$ cat src/rtl/vga_timing_gen.sv
// VGA raster timing generator with one-pixel registered colour and sync stage.
// Define VGA_TESTPAT_EN to add a Testpat input that replaces colour with 8 bars.
module vga_timing_gen #(
  parameter int   CLK_DIV  = 4,
  parameter int   H_ACTIVE = 640,
  parameter int   H_FP     = 16,
  parameter int   H_SYNC   = 96,
  parameter int   H_BP     = 48,
  parameter int   V_ACTIVE = 480,
  parameter int   V_FP     = 10,
  parameter int   V_SYNC   = 2,
  parameter int   V_BP     = 33,
  parameter logic SYNC_POL = 1'b0
) (
  input  logic       Clk,
  input  logic       Reset,
`ifdef VGA_TESTPAT_EN
  input  logic       Testpat,
`endif
  output logic       Pix_en,
  output logic [9:0] Hcount,
  output logic [8:0] Vcount,
  output logic       Visible,
  output logic       Frame_start,
  input  logic [7:0] Red_in,
  input  logic [7:0] Green_in,
  input  logic [7:0] Blue_in,
  output logic [7:0] Vga_r,
  output logic [7:0] Vga_g,
  output logic [7:0] Vga_b,
  output logic       Hsync,
  output logic       Vsync
);

  localparam int H_TOTAL = H_ACTIVE + H_FP + H_SYNC + H_BP;
  localparam int V_TOTAL = V_ACTIVE + V_FP + V_SYNC + V_BP;
  localparam int DW      = (CLK_DIV > 1) ? $clog2(CLK_DIV) : 1;

  localparam logic [DW-1:0] DIV_LAST = DW'(CLK_DIV - 1);
  localparam logic [9:0] H_LAST = 10'(H_TOTAL - 1);
  localparam logic [9:0] V_LAST = 10'(V_TOTAL - 1);
  localparam logic [9:0] H_VIS  = 10'(H_ACTIVE);
  localparam logic [9:0] V_VIS  = 10'(V_ACTIVE);
  localparam logic [9:0] HS_BEG = 10'(H_ACTIVE + H_FP);
  localparam logic [9:0] HS_END = 10'(H_ACTIVE + H_FP + H_SYNC - 1);
  localparam logic [9:0] VS_BEG = 10'(V_ACTIVE + V_FP);
  localparam logic [9:0] VS_END = 10'(V_ACTIVE + V_FP + V_SYNC - 1);

  logic [DW-1:0] div_q, div_d;
  logic [9:0]    h_q, h_d;
  logic [9:0]    v_q, v_d;
  logic          hs_q, hs_d;
  logic          vs_q, vs_d;
  logic [23:0]   rgb_q, rgb_d;
  logic          h_last, v_last;

  // Gated so Pix_en stays low in reset even when CLK_DIV=1.
  assign Pix_en      = (div_q == DIV_LAST) & ~Reset;
  assign h_last      = (h_q == H_LAST);
  assign v_last      = (v_q == V_LAST);
  assign Frame_start = Pix_en & h_last & v_last;

  assign Hcount  = h_q;
  assign Vcount  = (v_q < V_VIS) ? v_q[8:0] : 9'd0;
  assign Visible = (h_q < H_VIS) && (v_q < V_VIS);

  always_comb begin
    div_d = (div_q == DIV_LAST) ? '0 : div_q + DW'(1);
    h_d   = h_q;
    v_d   = v_q;
    if (Pix_en) begin
      h_d = h_last ? 10'd0 : h_q + 10'd1;
      if (h_last)
        v_d = v_last ? 10'd0 : v_q + 10'd1;
    end
  end

`ifdef VGA_TESTPAT_EN
  logic [2:0] bar;
  assign bar = 3'(h_q / 10'(H_ACTIVE / 8));
`endif

  always_comb begin
    hs_d  = (h_q >= HS_BEG && h_q <= HS_END) ? SYNC_POL : ~SYNC_POL;
    vs_d  = (v_q >= VS_BEG && v_q <= VS_END) ? SYNC_POL : ~SYNC_POL;
    rgb_d = {Red_in, Green_in, Blue_in};
`ifdef VGA_TESTPAT_EN
    if (Testpat) begin
      unique case (bar)
        3'd0: rgb_d = 24'hFFFFFF;
        3'd1: rgb_d = 24'hFFFF00;
        3'd2: rgb_d = 24'h00FFFF;
        3'd3: rgb_d = 24'h00FF00;
        3'd4: rgb_d = 24'hFF00FF;
        3'd5: rgb_d = 24'hFF0000;
        3'd6: rgb_d = 24'h0000FF;
        3'd7: rgb_d = 24'h000000;
      endcase
    end
`endif
    if (!Visible)
      rgb_d = '0;
  end

  always_ff @(posedge Clk or posedge Reset) begin
    if (Reset) begin
      div_q <= '0;
      h_q   <= '0;
      v_q   <= '0;
    end else begin
      div_q <= div_d;
      h_q   <= h_d;
      v_q   <= v_d;
    end
  end

  always_ff @(posedge Clk or posedge Reset) begin
    if (Reset) begin
      hs_q  <= ~SYNC_POL;
      vs_q  <= ~SYNC_POL;
      rgb_q <= '0;
    end else if (Pix_en) begin
      hs_q  <= hs_d;
      vs_q  <= vs_d;
      rgb_q <= rgb_d;
    end
  end

  assign Hsync = hs_q;
  assign Vsync = vs_q;
  assign Vga_r = rgb_q[23:16];
  assign Vga_g = rgb_q[15:8];
  assign Vga_b = rgb_q[7:0];

endmodule

$ cat config.mk
export PLATFORM = sky130hd
export DESIGN_NAME = vga_timing_gen
export DESIGN_NICKNAME = d
export VERILOG_FILES = /design/src/rtl/vga_timing_gen.sv
export SDC_FILE = /design/constraint.sdc
export NUM_CORES = 1
export LEC_CHECK = 0
export CORE_MARGIN = 3
export CORE_UTILIZATION = 41
export DETAILED_ROUTE_END_ITERATION = 8
export PLACE_DENSITY = 0.76
export SYNTH_ARGS = -nofsm -noshare
export SYNTH_HDL_FRONTEND = slang
export SYNTH_SLANG_ARGS = --single-unit
$ cat constraint.sdc
create_clock -name Clk -period 2.55 [get_ports Clk]
set_input_delay 0.3825 -clock Clk [delete_from_list [all_inputs] [get_ports Clk]]
set_output_delay 0.3825 -clock Clk [all_outputs]
set_load 0.005 [all_outputs]
---- Word-level counts from Yosys, hierarchy flattened ----
Index checks and enable logic that the tools add are counted.
word-level totals
  output and inout port bits .............. 48
  flip-flop bits (word level) ............. 48
  input bits .............................. 26
operators by class
  mux-type cells .......................... 7
  reductions and logical operators ........ 4
  add/sub/neg operators ................... 3
  magnitude comparators ................... 6
  bitwise logic cells ..................... 4
  equality and inequality tests ........... 3
operator list
  cell                                                                 number
  two-way mux 24 bit                                                   1
  adder 10 x 1 -> 10 bit (second input constant)                       2
  == test 10 bit (second input constant)                               2
  two-way mux 10 bit                                                   2
  greater-or-equal comparator 10 bit (second input constant)           1
  greater-or-equal comparator 10 x 9 -> 1 bit (second input constant)  1
  <= comparator 10 bit (second input constant)                         1
  <= comparator 10 x 9 -> 1 bit (second input constant)                1
  < comparator 10 bit (second input constant)                          1
  < comparator 10 x 9 -> 1 bit (second input constant)                 1
  two-way mux 9 bit                                                    1
  AND 1 bit                                                            3
  logical AND 1 bit                                                    3
  adder 2 x 1 -> 2 bit (second input constant)                         1
  == test 2 bit (second input constant)                                1
  two-way mux 1 bit                                                    2
  two-way mux 2 bit                                                    1
  AND reduction 2 bit                                                  1
  NOT 1 bit                                                            1

---- Longest topological paths before layout ----
Gate-level depths: netlist of the first run.
  word-level depth ........................ 4
  depth in mapped cells ................... 7
  depth with buffers taken out ............ 6

---- Worst setup path before layout of the first run ----
No wires, ideal clock.
  path type ............................... input to output
  start point ............................. in Reset
  end point ............................... out Frame_start
  slack ................................... -0.179 ns
  arrival time ............................ 2.346 ns
  stages on the path ...................... 5
  path buffers ............................ 0
  cell sequence ........................... inv_1 > nand2_1 > inv_1 > nand4_1 > nor2_1
on the way
  longest elaborated chain between the ends .. 4
ends and longest elaborated chain
  item                     RTL line  source
  start: declaration       16        input logic Reset,
  NOT 1 bit                58        assign Pix_en = (div_q == DIV_LAST) & ~Reset;
  AND 1 bit                58
  AND 1 bit (2 in series)  61        assign Frame_start = Pix_en & h_last & v_last;
  end: declaration         24        output logic Frame_start,
No other way between the ends.

---- Worst setup path in the final report of the first run ----
  start point ............................. reg v_q[7]
  end point ............................... out Vcount[3]
on the way
  longest elaborated chain between the ends .. 2
ends and longest elaborated chain
  item                          RTL line  source
  start: declaration            51        logic [9:0] v_q, v_d;
  start signal: assignment      113       v_q <= v_d;
  < comparator 10 x 9 -> 1 bit  64        assign Vcount = (v_q < V_VIS) ? v_q[8:0] : 9'd0;
  two-way mux 9 bit             64
  end: declaration              22        output logic [8:0] Vcount,
No other way between the ends.

==> out/results.ini, run 1 <==
[final_layout]
layout_common_cells=72 x clkdlybuf4s50_1, 46 x dfrtp_1, 24 x a22o_1
num_antenna_cells=0
drive_above_1_share_pct=11.6
mostFrequentLayoutCell=clkdlybuf4s50_1
fillers=433
nets=305
utilization_pct=64.3
stdcell_area_sq_um=3140
area_growth_pct=46.2

[grt]
grt_pass1_wl_um=8600
antenna_found_initial=0
track_usage_pct=17.8
grt_overflow=0
grt_max_degree=49
grt_pass1_vias=1761

[worst_hold_path]
worstHoldStart=div_q[0]
hold_class=register to register
hold_depth=1
whs_endpoint=div_q[0]

[timing]
period_share_pct=94.9
rsz0062_at_grt=false
setup_viol=0
setup_tns_ns=0
tightest_slew_ns=0.917
max_freq_ghz=0.413
holdWs_ns=0.436
max-slew-margin-rel_pct=38.8
finalCriticalPeriod_ns=2.42
skew_ns=0.00927
finalHoldViolCount=0
maxSlewViolCount=0

[route]
drt_iter0_drc=145
antenna_left=0
wl_per_cell_um=15.2
drc=0
firstDrtPassIters=4
routed_wirelength_um=5190
dr_total_vias=1791
vias_per_cell=5.24

[worst_setup_path]
path_class=register to output port
required_ns=2.17
worstPathArrival_ns=2.04
r2r_slack_ns=0.34
end_kind=output port
rr_endpoint=rgb_q[2]
reg2reg_depth=6
reg2reg_from=v_q[7]
crit_fanout=5
crit_path_start_kind=register

[die]
dieWidth_um=78.3
num_rows=25
die-area_sq_um=6130
io_pins=74
coreArea_sq_um=4880
start_util_pct=43.9
fp.dieH_um=78.3

[placed_design]
io_buffers=73
routabilityCongestion=0.856
dp_hpwl_um=3720
dpl-instance-area_sq_um=2990

[cts]
cts.sinks=48
clock_path_buffers=2
cts_buffers=5
cts_tree=yes
clkLatencyLatePin_ns=0.30
root_buffer=clkbuf_8
cts_hold_buf=0
cts.clk_slew.worst_paths_ns=0.09
htree_levels=2

[synthesis]
synth_warnings=0
ys_types=36
syn_area_sq_um=2140
syn_inst=191
syn_avg_cell_area_sq_um=11.2
yosysSeqAreaShare_pct=56.1
syn-num-nets=222
synth_seq_cells=48

[pwr]
power_frac_seq_pct=51.3
power_density_nw_per_um2=541
switchingPower_w=0.000403
comb_power_share_pct=15.6
p_leak_nw=1.38
p_clk_share_pct=33.1
ir_drop_uv=403
intPower_w=0.00129
swShare_pct=23.8

[flow_run]
max-cap-violations=0

[outcome]
status=finished, final reports clean

==> final cells by class <==
| type | instances | area (sq um) | share of cell area [%] |
|---|---|---|---|
| timing repair buffer | 84 | 812 | 25.9 |
| sequential | 48 | 1200 | 38.4 |
| clock buffer | 5 | 68.8 | 2.19 |
| tap | 67 | 83.8 | 2.67 |
| clock inverter | 3 | 47.5 | 1.52 |
| inverter | 8 | 33.8 | 1.08 |
| multi-input combinational | 127 | 886 | 28.3 |
==> worst max-delay path by stage <==
stage / to / depth (start not counted) / slack [ns] / start
global route: Visible / 6 / 0.02 / v_q[7]
floorplan: rgb_q[0] / 7 / 0.22 / Reset
CTS: Vcount[3] / 6 / 0.01 / v_q[7]
detailed placement: Frame_start / 6 / 0.17 / v_q[0]
global placement: Frame_start / 6 / 0.17 / v_q[0]
finish: Vcount[3] / 6 / 0.13 / v_q[7]
==> metrics by stage <==
step / instances / setup WS, ns / power, W
2_1_floorplan: 191 / 0.215 / 0.000967
3_3_place_gp: 331 / 0.172 / 0.00115
3_5_place_dp: 331 / 0.168 / 0.00115
4_1_cts: 342 / 0.00968 / 0.00172
5_1_grt: 342 / 0.0216 / 0.00179
6_report: 342 / 0.129 / 0.00170
==> power groups by stage <==
stage          Sequential, W  Clock [W]  Combinational, W
6_report            0.000870   0.000560          0.000265
3_3_place_gp        0.000883          0          0.000263
5_1_grt             0.000881   0.000614          0.000292
4_1_cts             0.000870   0.000580          0.000271
3_5_place_dp        0.000884          0          0.000268
2_1_floorplan       0.000881          0         0.0000854
==> cells by family after synthesis <==
| kind of cell | after synthesis | synth area share (%) |
|---|---|---|
| AO/OA/AOI/OAI | 44 | 14.9 |
| buffers and inverters | 16 | 3.03 |
| flip-flops | 48 | 56.1 |
| adder cells (fa/ha/maj) | 5 | 2.92 |
| XOR/XNOR | 10 | 4.08 |
| AND/OR/NAND/NOR | 68 | 19.0 |
==> Yosys cell counts <==
cell type	n	share of area (%)
nand2_1	11	1.9
or4_4	1	0.53
and3_1	3	0.88
and2_1	7	2.0
o31ai_1	1	0.35
nor4_1	4	1.2
inv_1	8	1.4
buf_2	3	0.70
a22o_1	24	9.8
or3_2	1	0.35
and4b_1	1	0.47
and4_1	2	0.82
and2b_2	1	0.41
and4bb_2	1	0.58
clkbuf_2	1	0.23
a21oi_1	7	1.6
nand4_1	4	1.2
clkbuf_1	4	0.70
or4_1	1	0.35
o21a_1	1	0.35
dfrtp_1	46	54
or3_1	3	0.88
nor3_1	4	0.93
a311oi_1	1	0.41
nor4b_1	1	0.41
nor2_1	8	1.4
nand3_1	11	2.6
nand4_4	1	0.99
xnor2_1	3	1.2
dfstp_2	2	2.5
and2_2	1	0.35
o21ai_0	10	2.3
xor2_1	7	2.9
and4_2	1	0.47
nand2b_1	1	0.29
ha_1	5	2.9
==> state kept, by name, indices dropped and copies added, names as in the netlist <==
name	cells
Hcount	10
rgb_q	24
Hsync	1
v_q	10
div_q	2
Vsync	1
==> repair_timing <==
action                                  CTS  global route
gates cloned                              0             0
buffers inserted                          3             0
pin swaps                                 1             0
resized for setup                         4             1
endpoints found under the setup margin    1             3
==> worst max-delay path, stage by stage (launching register included) <==
cell and delay, ns:
dfrtp_1 0.39, buf_4 0.15, and4_2 0.26, nor2_2 0.17, buf_4 0.16, and2_1 0.12, clkdlybuf4s50_1 0.49
==> per-layer routing <==
layer  share of wire [%]  GRT usage, %  up-vias
li1                    -             -      862
met4                 1.6          5.77        0
met1                  44          22.9      872
met2                  50          29.3       48
met5                   0             0        -
met3                 4.0          4.70        9
Note: power is estimated with default switching activity, not from simulation.
==> inputs of run 2 (changes only) <==
--- a/config.mk
+++ b/config.mk
@@ -8,6 +8,7 @@
 export CORE_MARGIN = 3
 export CORE_UTILIZATION = 41
 export DETAILED_ROUTE_END_ITERATION = 8
+export HOLD_SLACK_MARGIN = 0.12
 export PLACE_DENSITY = 0.76
 export SYNTH_ARGS = -nofsm -noshare
 export SYNTH_HDL_FRONTEND = slang
==> results of run 2 <==
No change in the layout: final DEF, timing and power equal those of run 1.
